File: config.mk
export PLATFORM = sky130hd
export DESIGN_NAME = input_stream_mux
export DESIGN_NICKNAME = d
export VERILOG_FILES = /design/src/rtl/input_stream_mux.sv
export SDC_FILE = /design/constraint.sdc
export NUM_CORES = 1
export LEC_CHECK = 0
export BUFFER_PORTS_ARGS = -buffer_cell sky130_fd_sc_hd__buf_2
export CAP_MARGIN = 20
export CELL_PAD_IN_SITES_DETAIL_PLACEMENT = 2
export CELL_PAD_IN_SITES_GLOBAL_PLACEMENT = 2
export CORE_UTILIZATION = 28
export DETAILED_ROUTE_END_ITERATION = 10
export PLACE_DENSITY_LB_ADDON = 0.1
export SLEW_MARGIN = 20
export SYNTH_ARGS = -nofsm -noshare
export SYNTH_HDL_FRONTEND = slang
export SYNTH_SLANG_ARGS = --single-unit
File: constraint.sdc
create_clock -name clk -period 4.35 [get_ports clk]
set_input_delay 0.6525 -clock clk [delete_from_list [all_inputs] [get_ports clk]]
set_output_delay 0.6525 -clock clk [all_outputs]
set_load 0.01 [all_outputs]
File: src/rtl/input_stream_mux.sv
// input_stream_mux
//   Frame-aware N-source selector for the CNN pixel datapath (Q8.8 pixels).
//   The source changes only between frames. The output is one registered
//   stage. Pixels and completed frames are counted for the controller.
//   Optional build macro: FRAME_CHECK_EN adds a frame-length check that
//   drives frame_err. When the macro is undefined, frame_err is tied to 0.
module input_stream_mux #(
   parameter int N         = 16,
   parameter int NUM_SRC   = 4,
   parameter int SELW      = 2,
   parameter int FRAME_PIX = 784,
   parameter int CNTW      = 16
) (
   input  logic                      clk,
   input  logic                      rst,
   input  logic [SELW-1:0]           sel_req,
   input  logic [NUM_SRC-1:0]        in_valid,
   input  logic [NUM_SRC-1:0]        in_last,
   input  logic [NUM_SRC*N-1:0]      in_data,
   output logic [NUM_SRC-1:0]        in_ready,
   output logic                      out_valid,
   output logic                      out_last,
   output logic signed [N-1:0]       out_data,
   input  logic                      out_ready,
   output logic [SELW-1:0]           active_sel,
   output logic                      busy,
   output logic                      sel_err,
   output logic [CNTW-1:0]           pix_cnt,
   output logic [CNTW-1:0]           frame_cnt,
   output logic                      frame_err
);

   typedef enum logic {
      S_IDLE   = 1'b0,
      S_STREAM = 1'b1
   } state_t;

   // One extra bit so that "sel_req >= NUM_SRC" is also meaningful when NUM_SRC == 2**SELW.
   localparam logic [SELW:0] SRC_LIM = (SELW+1)'(NUM_SRC);

   state_t              r_state;
   state_t              w_state_next;
   logic [SELW-1:0]     r_active_sel;
   logic                r_sel_err;
   logic                r_out_valid;
   logic                r_out_last;
   logic [N-1:0]        r_out_data;
   logic [CNTW-1:0]     r_pix_cnt;
   logic [CNTW-1:0]     r_frame_cnt;

   logic                w_req_ok;
   logic                w_sel_load;
   logic                w_sel_bad;
   logic                w_take_en;
   logic                w_acc;
   logic                w_sel_valid;
   logic                w_sel_last;
   logic [N-1:0]        w_sel_data;
   logic [N-1:0]        w_src_data [NUM_SRC];

   assign w_req_ok = ({1'b0, sel_req} < SRC_LIM);

   // The output slot is free when it is empty or is being drained this cycle.
   assign w_take_en = (r_state == S_STREAM) && (!r_out_valid || out_ready);

   // Unpack the flattened source buses. Ready goes only to the latched source.
   for (genvar gi = 0; gi < NUM_SRC; gi++) begin : g_src
      assign w_src_data[gi] = in_data[gi*N +: N];
      assign in_ready[gi]   = w_take_en && (r_active_sel == SELW'(gi));
   end

   assign w_sel_valid = in_valid[r_active_sel];
   assign w_sel_last  = in_last[r_active_sel];
   assign w_sel_data  = w_src_data[r_active_sel];
   assign w_acc       = w_take_en && w_sel_valid;

   // Next state: start a frame on a legal request, end it on an accepted last beat.
   always_comb begin
      w_state_next = r_state;
      w_sel_load   = 1'b0;
      w_sel_bad    = 1'b0;
      case (r_state)
         S_IDLE: begin
            if (w_req_ok) begin
               w_state_next = S_STREAM;
               w_sel_load   = 1'b1;
            end else begin
               w_sel_bad    = 1'b1;
            end
         end
         S_STREAM: begin
            if (w_acc && w_sel_last) begin
               w_state_next = S_IDLE;
            end
         end
         default: w_state_next = S_IDLE;
      endcase
   end

   // State register, latched source, and the illegal-select pulse.
   always_ff @(posedge clk) begin
      if (rst) begin
         r_state      <= S_IDLE;
         r_active_sel <= '0;
         r_sel_err    <= 1'b0;
      end else begin
         r_state   <= w_state_next;
         r_sel_err <= w_sel_bad;
         if (w_sel_load) begin
            r_active_sel <= sel_req;
         end
      end
   end

   // Output stage: capture on accept, and hold while the downstream stalls.
   always_ff @(posedge clk) begin
      if (rst) begin
         r_out_valid <= 1'b0;
         r_out_last  <= 1'b0;
         r_out_data  <= '0;
      end else if (w_acc) begin
         r_out_valid <= 1'b1;
         r_out_last  <= w_sel_last;
         r_out_data  <= w_sel_data;
      end else if (out_ready) begin
         r_out_valid <= 1'b0;
      end
   end

   // Counters: the pixel count saturates, and the frame count wraps.
   always_ff @(posedge clk) begin
      if (rst) begin
         r_pix_cnt   <= '0;
         r_frame_cnt <= '0;
      end else if (w_acc) begin
         if (w_sel_last) begin
            r_pix_cnt   <= '0;
            r_frame_cnt <= r_frame_cnt + 1'b1;
         end else if (r_pix_cnt != '1) begin
            r_pix_cnt   <= r_pix_cnt + 1'b1;
         end
      end
   end

`ifdef FRAME_CHECK_EN
   localparam logic [CNTW-1:0] PIX_LAST = CNTW'(FRAME_PIX - 1);

   logic r_frame_err;

   // Flag a last beat at the wrong position. Also flag, once per frame, the
   // beat that carries the count past FRAME_PIX without a last.
   always_ff @(posedge clk) begin
      if (rst) begin
         r_frame_err <= 1'b0;
      end else begin
         r_frame_err <= w_acc && (( w_sel_last && (r_pix_cnt != PIX_LAST)) ||
                                  (!w_sel_last && (r_pix_cnt == PIX_LAST)));
      end
   end

   assign frame_err = r_frame_err;
`else
   assign frame_err = 1'b0;
`endif

   assign out_valid  = r_out_valid;
   assign out_last   = r_out_last;
   assign out_data   = r_out_data;
   assign active_sel = r_active_sel;
   assign busy       = (r_state == S_STREAM);
   assign sel_err    = r_sel_err;
   assign pix_cnt    = r_pix_cnt;
   assign frame_cnt  = r_frame_cnt;

endmodule

==> results of run 1 <==
[final cells by class]
| cell class | count | share of cell area |
|---|---|---|
| Sequential cell | 53 | 0.2778 |
| Tap cell | 136 | 0.04455 |
| Clock buffer | 5 | 0.01802 |
| Timing Repair Buffer | 137 | 0.1821 |
| Inverter | 4 | 0.003931 |
| Multi-Input combinational cell | 242 | 0.4566 |
| Clock inverter | 3 | 0.01703 |
[metal layers]
metal	vias up	global-route usage	routed length, µm
li1	1427	-	-
met2	68	0.3406	5094
met1	1509	0.2277	4315
met5	-	0	0
met4	0	0.05131	144
met3	10	0.02932	347
[Yosys cell counts, types with 2 or more instances]
master    count  area [µm²]
clkbuf_1     12       45.04
buf_4         5       37.54
nand2_1      41       153.9
nor2_1       26       97.59
o211ai_1      2       15.01
nor4_2        2       25.02
mux2i_1       5       50.05
xor2_1        5       43.79
buf_6         4       45.04
nor3_1       13       65.06
and2_1        2       12.51
a31oi_1       4       25.02
nand3_1      14       70.07
and4_1        5       43.79
ha_1          2       25.02
o41ai_1       2       17.52
dfxtp_1      53        1061
inv_1         4       15.01
o21ai_0       7       35.03
nand4_1      12       75.07
or3_1         6       37.54
a41oi_1       3       26.28
and3_1        5       31.28
nor3b_1       5       37.54
mux4_2       18       405.4
mux2_1        2       22.52
nand3b_1      3       22.52
buf_2         4       20.02
a21oi_1      28       140.1
xnor2_1       9       78.83
nor3_2        2       20.02
[through the flow]
step | setup WS (ps) | instance area [µm²] | util
floorplan | 2360 | 2972 | -
global placement | 1929 | 3686 | 0.3587
detailed placement | 1879 | 3686 | 0.3587
CTS | 1847 | 3820 | 0.3717
global route | 1666 | 3820 | 0.3717
finish | 1928 | 3820 | 0.3717
[how the worst max path moves through the flow]
stage	startpoint	end	slack, ps	cells after the start
2_1_floorplan	in_valid[3]	pix_cnt[11]	2360	5
3_3_place_gp	active_sel[0]	pix_cnt[5]	1930	6
3_5_place_dp	active_sel[0]	pix_cnt[5]	1880	6
4_1_cts	active_sel[0]	pix_cnt[5]	1850	6
5_1_grt	active_sel[0]	pix_cnt[5]	1670	6
6_report	active_sel[0]	pix_cnt[5]	1930	6
[critical path, cell delays in order (launching register included)]
cell	delay, ps
dfxtp_1	320
buf_4	360
mux4_2	360
nand3_1	410
a31oi_1	380
a31oi_1	150
a2111oi_2	320
[registers in the layout, summed over array words and instances (netlist names)]
signal      flops
frame_cnt      16
out_data       16
pix_cnt        16
active_sel      2
busy            1
out_last        1
out_valid       1
[where the power goes]
| part | internal (W) | total (W) | leakage [nW] | switching, W |
|---|---|---|---|---|
| sequential | 0.000501 | 0.000513 | 0.430 | 0.0000112 |
| combinational | 0.0000909 | 0.000201 | 1.09 | 0.000110 |
| clock | 0.000229 | 0.000408 | 0.0681 | 0.000179 |
[logic make-up (layout without fill, tap and decap cells)]
logic type / after synthesis / in the layout / synth area share
other cells: 1 / 2 / 0.001264
mux: 26 / 26 / 0.1648
xor+xnor: 14 / 14 / 0.04132
simple gates: 144 / 144 / 0.2572
flops: 53 / 53 / 0.3575
buf+inv: 30 / 149 / 0.05607
compound gates: 54 / 54 / 0.1134
fa+ha+maj: 2 / 2 / 0.008430
==> results.py, run 1 <==
metrics = {
    "outcome": {
        "outcome": "complete, no violations",
    },
    "timing": {
        "hold_viol": 0,
        "rsz0062_at_grt": "false",
        "layout_min_cycle_time_ps": 2422,
        "max_freq_mhz": 412.8,
        "finalClockSkew_ps": 9.930,
        "setup-tns-final_ps": 0,
        "period_share": 0.5568,
        "worstMarginPinSlew_ps": 555.1,
        "setup_viol": 0,
        "drv_slew": 0,
        "max_slew_margin": 0.6299,
        "whs_ps": 457.9,
    },
    "placed_design": {
        "hpwlAfterDp_mm": 7.444,
        "gp_congestion": 0.7360,
        "portBuffers": 133,
        "dp.cells": 572,
    },
    "global_routing": {
        "track_usage": 0.1874,
        "grt_start_max_net_pins": 35,
        "first_global_vias": 3238,
        "antenna_found_initial": 0,
        "grt_pass1_wl_mm": 16.38,
        "grt-ovfl-total": 0,
    },
    "floorplan": {
        "rows": 37,
        "die-area_mm2": 0.01102,
        "die_h_um": 105.0,
        "start_util": 0.2888,
        "die_w_um": 105.0,
        "core_area_mm2": 0.01028,
        "ios": 136,
    },
    "detailed_routing": {
        "drtAntennaViolNets": 0,
        "route.detailed.drc": 0,
        "drt_iter0_drc": 54,
        "drt_wl_total_mm": 9.902,
        "vias_per_cell": 5.197,
        "drtPass1Iterations": 4,
        "routedWlPerCell_um": 17.07,
        "vias": 3014,
    },
    "clock_network": {
        "root_buffer": "clkbuf_8",
        "cts.clk_slew.worst_paths_ps": 110,
        "cts.sinks": 53,
        "cts.repair.resized": 0,
        "hold_buffers": 0,
        "ctsHtreeMaxLevel": 2,
        "cts_tree": "done",
        "ctsLongestPathBuffers": 2,
        "clk-insertion-delay-late_ps": 310,
        "cts_setup_buffers": 0,
        "numCtsBuffers": 5,
    },
    "critical_path": {
        "worst_setup_path_end_kind": "register",
        "worstPathRequired_ps": 4570,
        "cp-start-kind": "register",
        "rr_worst_depth": 6,
        "critical_path_arrival_ps": 2640,
        "setup.worst_path.class": "reg2reg",
        "worstReg2RegEnd": "pix_cnt[5]",
        "r2r_start": "active_sel[0]",
        "critPathMaxFanout": 25,
        "reg2reg_slack_ps": 1930,
    },
    "finish": {
        "layout-drive-gt1-share": 0.3986,
        "diodes": 0,
        "syn_to_final_growth_pct": 28.71,
        "layout_commonest_cell": "buf_2",
        "mostFrequentLayoutCells": "133 x buf_2, 53 x dfxtp_1, 41 x nand2_1",
        "seq_area_mm2": 0.001061,
        "multi_input_area_mm2": 0.001744,
        "fillers": 1226,
        "nNetsFinal": 522,
        "instances_no_fill": 580,
    },
    "logic_synthesis": {
        "synth_area_mm2": 0.002968,
        "async_flop_share": 0,
        "synth_top_flop_cell": "dfxtp_1",
        "ys_ff_latch": 53,
        "synth_edf_count": 0,
        "yosysUniqueCellTypes": 50,
        "yosys_warnings": 0,
        "avgSynthCellArea_um2": 9.160,
        "syn_inst": 324,
        "synth-seq-area-share": 0.3575,
    },
    "power_and_ir_drop": {
        "fin_total_pwr_w": 0.001121,
        "power_density_mw_per_mm2": 293.5,
        "peakVddDrop_mv": 0.1214,
        "leakage_nw": 1.586,
    },
    "min_path": {
        "worstHoldEndpoint": "out_data[3]",
        "hold_depth": 2,
        "holdCritStartpoint": "out_data[3]",
        "hold_path.class": "reg2reg",
    },
    "job": {
        "maxCapViolations": 0,
    },
}
Note: power is estimated with default switching activity, not from simulation.
==> run 2: changes to the inputs <==
- ABC_AREA: default -> 1
- CORE_UTILIZATION: 28 -> 22
- clock period: 4.35 -> 2.2 ns (I/O delays scaled with it)
==> run 2 against run 1 <==
Net effect: the run now ends with design-rule violations left; critical path depth rose by 4; synthesized cell count up 59%; total power increased by 120%; area after synthesis is 12% higher; non-clock buffer count is 4 higher; clock power rose by 100%; fmax is 23% higher; clock-buffer cell count is the same; via count rose by 29%; largest cell class unchanged.
==> results.py, run 2 <==
metrics = {
    "critical_path": {
        "cp_slowest_cell": "dfxtp_1",
        "slowest_delay_ps": 600,
        "path_depth": 10,
        "worst_setup_path_end_kind": "register",
        "cp_top_family": "simple AND/OR/NAND/NOR gates",
        "cp-start-kind": "register",
        "rr_worst_depth": 10,
        "setup.worst_path.class": "reg2reg",
        "critical_path_arrival_ps": 2200,
        "r2r_start": "active_sel[0]",
        "worstPathRequired_ps": 2440,
        "critPathMaxFanout": 22,
        "worstReg2RegEnd": "pix_cnt[1]",
        "crit_path_cell_trace": "inv_2 > nand3_2 > nand2_2 > nor2_2 > nor2_8 > nand2_8 > inv_2 > nand2_1 > nand2_1 > nor2_1",
        "path_buf_inv": 2,
        "reg2reg_slack_ps": 230,
    },
    "detailed_routing": {
        "route.detailed.drc": 19,
        "drt_iter0_drc": 107,
        "vias_per_cell": 4.692,
        "drt_wl_total_mm": 12.85,
        "vias": 3880,
        "drtAntennaViolNets": 0,
        "routedWlPerCell_um": 15.54,
        "drtPass1Iterations": 7,
    },
    "clock_network": {
        "root_buffer": "clkbuf_16",
        "cts_setup_buffers": 0,
        "ctsHtreeMaxLevel": 2,
        "ctsLongestPathBuffers": 2,
        "cts.repair.resized": 0,
        "cts.clk_slew.worst_paths_ps": 80,
        "numCtsBuffers": 5,
        "cts.sinks": 53,
        "clk-insertion-delay-late_ps": 300,
        "hold_buffers": 0,
        "cts_tree": "done",
    },
    "logic_synthesis": {
        "async_flop_share": 0,
        "synth_fa_ha_area_frac": 0.007519,
        "synth-seq-area-share": 0.3188,
        "avgSynthCellArea_um2": 6.450,
        "synth_most_common_cell": "nand2_1",
        "yosys_warnings": 0,
        "yosysTopAreaCell": "dfxtp_1",
        "yosysUniqueCellTypes": 31,
        "synthSimpleGateAreaFrac": 0.4169,
        "netlist_top_cells_area": "dfxtp_1 32%, nand2_1 17%, nand3_1 8.9%",
        "netlist_top_cells_count": "150 x nand2_1, 60 x nor2_1, 59 x nand3_1",
        "synth_area_mm2": 0.003328,
        "synth_top_family_by_area": "simple AND/OR/NAND/NOR gates",
        "synthXorXnorAreaFrac": 0.02632,
        "synth_top_area_share": 0.3188,
        "synth_top_flop_cell": "dfxtp_1",
        "synth_edf_count": 0,
        "syn_inst": 516,
        "synth_compound_area_frac": 0.1406,
        "ys_ff_latch": 53,
        "yosys-mux-area-fraction": 0,
    },
    "timing": {
        "rsz0062_at_grt": "false",
        "period_share": 0.8935,
        "setup-tns-final_ps": 0,
        "layout_min_cycle_time_ps": 1966,
        "setup_viol": 0,
        "hold_viol": 0,
        "finalClockSkew_ps": 4.247,
        "drv_slew": 0,
        "max_freq_mhz": 508.7,
    },
    "finish": {
        "mostFrequentLayoutCells": "150 x nand2_1, 133 x buf_2, 60 x nor2_1",
        "fillers": 1826,
        "post-route-util": 0.2925,
        "seq_area_mm2": 0.001061,
        "layout-drive-gt1-share": 0.2862,
        "layout_commonest_cell": "nand2_1",
        "diodes": 0,
        "nNetsFinal": 721,
        "syn_to_final_growth_pct": 28.68,
        "multi_input_area_mm2": 0.001987,
    },
    "min_path": {
        "hold_depth": 3,
        "worstHoldEndpoint": "out_data[7]",
        "hold_path.class": "in2reg",
        "holdCritStartpoint": "in_data[39]",
    },
    "floorplan": {
        "die_h_um": 125.0,
        "start_util": 0.2273,
        "core_area_mm2": 0.01464,
        "die-area_mm2": 0.01562,
        "die_w_um": 125.0,
        "ios": 136,
        "rows": 44,
    },
    "outcome": {
        "outcome": "complete, but fails checks",
        "violations": "design-rule violations",
    },
    "global_routing": {
        "grt_start_max_net_pins": 44,
        "track_usage": 0.1668,
        "first_global_vias": 4227,
        "antenna_found_initial": 0,
        "grt_pass1_wl_mm": 20.99,
        "grt-ovfl-total": 0,
    },
    "placed_design": {
        "gp_congestion": 0.7580,
        "hpwlAfterDp_mm": 9.910,
        "portBuffers": 133,
    },
    "power_and_ir_drop": {
        "peakVddDrop_mv": 0.2827,
        "power_density_mw_per_mm2": 580.7,
        "leakage_nw": 1.924,
    },
    "job": {
        "maxCapViolations": 0,
    },
}
run 2: cell count changes in the layout (fill, tap and decap cells not counted), moves of 6 or more:
cell,delta
inv_1,+26
o21ai_0,+18
nor2_1,+34
nand4_1,-6
nand2_1,+109
nor3_1,-10
or3_1,-6
a21oi_1,+26
nand3_1,+45
nand2_2,+11
mux4_2,-18
run 2: layout make-up:
type	instances	share of cell area
well taps	184	0.05375
multi-input cells	407	0.4639
inverters	34	0.02980
repair buffers	141	0.1694
clock buffers	5	0.02921
clock inverters	3	0.006135
flip-flops and latches	53	0.2477
run 2: logic make-up (layout without fill, tap and decap cells):
| logic type | after synthesis | after routing |
|---|---|---|
| xor gates and xnor gates | 10 | 10 |
| adders and majority gates | 2 | 2 |
| and+or+nand+nor | 304 | 305 |
| AOI/OAI and AO/OA | 88 | 88 |
| other | 1 | 2 |
| DFF | 53 | 53 |
| buffers and inverters | 58 | 183 |
run 2: how the worst max path moves through the flow:
stage                  startpoint      endpoint  slack, ps
finish              active_sel[0]    pix_cnt[1]        230
global placement    active_sel[0]  frame_cnt[2]        170
detailed placement  active_sel[0]  frame_cnt[2]         80
global route        active_sel[0]  frame_cnt[2]         10
CTS                 active_sel[0]  frame_cnt[2]         60
floorplan              pix_cnt[1]   pix_cnt[14]        610
run 2: where the power goes:
part           internal (W)  switching [W]
registers           0.00102      0.0000543
logic              0.000218       0.000371
clock network      0.000431       0.000395
run 2: stage by stage:
stage	worst slack [ps]	std cells	total power [W]	hold slack, ps	area [µm²]
2_1_floorplan	611.9	517	0.001464	399.1	3332
4_1_cts	64.54	826	0.002536	313.4	4272
5_1_grt	14.20	827	0.002644	317.6	4283
6_report	234.3	827	0.002487	319.3	4283
3_5_place_dp	81.80	818	0.001692	481.7	4120
3_3_place_gp	168.6	818	0.001675	467.8	4120
run 2: worst min-delay path, delay by kind of cell:
kind            cells  cell delay (ps)
buf+inv             1               70
compound gates      2              170
run 2: layer usage:
metal,global-route usage,vias to the layer above,share of wire
met4,0.03013,0,0.0069
met2,0.3345,51,0.54
met1,0.1842,1896,0.42
met5,0,-,0
met3,0.02482,7,0.027
li1,-,1926,-
==> run 3: changes to the inputs <==
==> constraint.sdc (replaced) <==
create_clock -name clk -period 2.2 [get_ports clk]
set_input_delay 0.11 -clock clk [delete_from_list [all_inputs] [get_ports clk]]
set_output_delay 0.11 -clock clk [all_outputs]
set_load 0.01 [all_outputs]
==> run 3 against run 2 <==
Net effect: the flow still finishes with violations (design-rule violations); fmax grew 0.21%; sequential power is essentially flat; hold slack lost 230 ps; sequential share of layout area is essentially flat; critical path depth shrank 3; die area is the same; routed wire length grew 1.4%; total power shrank 0.17%; largest power group unchanged.
==> results.py, run 3 (synthesized netlist as in run 2, its figures left out) <==
metrics = {
    "timing": {
        "layout_min_cycle_time_ps": 1962,
        "finalClockSkew_ps": 8.832,
        "setup-tns-final_ps": 0,
        "setup_viol": 0,
        "max_freq_mhz": 509.8,
        "drv_slew": 0,
        "period_share": 0.8916,
        "rsz0062_at_grt": "false",
        "worstMarginPinSlew_ps": 518.2,
        "hold_viol": 0,
        "max_slew_margin": 0.6541,
    },
    "critical_path": {
        "startpoint": "active_sel[0]",
        "reg2reg_slack_ps": 240,
        "worstReg2RegEnd": "frame_cnt[2]",
        "endpoint": "frame_cnt[2]",
        "worst_setup_path_end_kind": "register",
        "cp_slowest_cell": "dfxtp_1",
        "crit_path_cell_trace": "nand3_1 > nand2_2 > nor2_2 > nor2_8 > nand2_4 > o21ai_0 > nor2_1",
        "critPathMaxFanout": 22,
        "slowest_delay_ps": 580,
        "rr_worst_depth": 7,
        "worstPathRequired_ps": 2400,
        "critical_path_arrival_ps": 2160,
        "r2r_start": "active_sel[0]",
        "cp-start-kind": "register",
        "setup.worst_path.class": "reg2reg",
    },
    "power_and_ir_drop": {
        "peakVddDrop_mv": 0.3029,
        "leakage_nw": 1.932,
        "sequentialPowerShare": 0.431,
        "power_density_mw_per_mm2": 579.8,
        "pwr-share-comb": 0.238,
        "intPower_w": 0.001661,
        "pwr-share-clk": 0.331,
        "swShare": 0.3310,
        "p_switching_w": 0.0008217,
    },
    "clock_network": {
        "clk-insertion-delay-late_ps": 300,
        "root_buffer": "clkbuf_16",
        "cts_setup_buffers": 0,
        "ctsHtreeMaxLevel": 2,
        "ctsLongestPathBuffers": 2,
        "cts_tree": "done",
        "cts.clk_slew.worst_paths_ps": 80,
        "numCtsBuffers": 5,
        "cts.sinks": 53,
        "hold_buffers": 0,
        "cts.repair.resized": 0,
    },
    "placed_design": {
        "portBuffers": 133,
        "hpwlAfterDp_mm": 10.01,
        "gp_congestion": 0.7645,
        "dp.cells": 819,
    },
    "floorplan": {
        "ios": 136,
        "die_w_um": 125.0,
        "die-area_mm2": 0.01562,
        "rows": 44,
        "core_area_mm2": 0.01464,
        "start_util": 0.2273,
        "die_h_um": 125.0,
    },
    "finish": {
        "mostFrequentLayoutCells": "150 x nand2_1, 133 x buf_2, 60 x nor2_1",
        "multi_input_area_mm2": 0.001987,
        "instances_no_fill": 828,
        "fillers": 1834,
        "layout_commonest_cell": "nand2_1",
        "syn_to_final_growth_pct": 28.65,
        "diodes": 0,
        "seq_area_mm2": 0.001061,
        "nNetsFinal": 722,
        "layout-drive-gt1-share": 0.2857,
    },
    "global_routing": {
        "grt_start_max_net_pins": 44,
        "antenna_found_initial": 0,
        "grt-ovfl-total": 0,
        "first_global_vias": 4267,
        "grt_pass1_wl_mm": 21.00,
        "track_usage": 0.1660,
    },
    "detailed_routing": {
        "drtAntennaViolNets": 0,
        "route.detailed.drc": 19,
        "routedWlPerCell_um": 15.73,
        "drt_iter0_drc": 140,
        "vias_per_cell": 4.693,
        "drt_wl_total_mm": 13.02,
        "drtPass1Iterations": 7,
        "vias": 3886,
    },
    "outcome": {
        "outcome": "complete, but fails checks",
        "violations": "design-rule violations",
    },
    "min_path": {
        "hold_path.class": "in2reg",
    },
    "job": {
        "maxCapViolations": 0,
    },
}
==> run 3: cell types whose count changed in the layout (fill, tap and decap cells not counted) <==
cell	delta
clkbuf_1	+1
inv_6	+1
clkinvlp_4	-2
clkinv_2	+1
buf_4	+1
inv_8	-1
==> run 3: final cells by class <==
cell class                      instances  area share
Clock buffer                            6     0.03010
Clock inverter                          2    0.003214
Inverter                               34     0.02981
Multi-Input combinational cell        407      0.4641
Sequential cell                        53      0.2478
Tap cell                              184     0.05377
Timing Repair Buffer                  142      0.1712
==> run 3: power groups by stage <==
stage                     Sequential [W]  Clock, W  Combinational (W)
after global routing             0.00108  0.000889           0.000664
after global placement           0.00109         0           0.000582
final                            0.00107  0.000821           0.000592
after detailed placement         0.00109         0           0.000596
after CTS                        0.00107  0.000856           0.000598
after floorplan                  0.00110         0           0.000360
==> run 3: how the worst min path moves through the flow <==
stage	start	endpoint	cells past startpoint
final	out_ready	out_valid	4
after CTS	in_data[34]	out_data[2]	3
after global routing	in_data[49]	out_data[1]	3
after detailed placement	in_data[39]	out_data[7]	3
after global placement	in_data[49]	out_data[1]	3
after floorplan	rst	frame_cnt[6]	1
==> run 3: per-layer routing <==
metal | vias up | wire length (µm) | GRT usage
met5 | - | 0 | 0
met4 | 0 | 184 | 0.04232
met3 | 14 | 355 | 0.02439
met2 | 62 | 6872 | 0.3178
met1 | 1893 | 5611 | 0.1910
li1 | 1917 | - | -
==> run 3: per-stage QoR <==
step / worst slack [ps] / hold WS [ps] / instance area [µm²] / utilization / total power, W
floorplan: 611.9 / 179.1 / 3332 / - / 0.001464
global placement: 208.1 / 401.0 / 4128 / 0.2819 / 0.001673
detailed placement: 68.31 / 407.2 / 4128 / 0.2819 / 0.001690
CTS: 53.87 / 90.73 / 4270 / 0.2916 / 0.002526
global route: 17.77 / 108.6 / 4282 / 0.2924 / 0.002633
finish: 238.4 / 87.32 / 4282 / 0.2924 / 0.002483
==> run 3: worst max-delay path: cells and delay by family, from the launching register on <==
kind / cells / cell delay [ps]
DFF: 1 / 580
and+or+nand+nor: 6 / 1060
AOI/OAI and AO/OA: 1 / 210
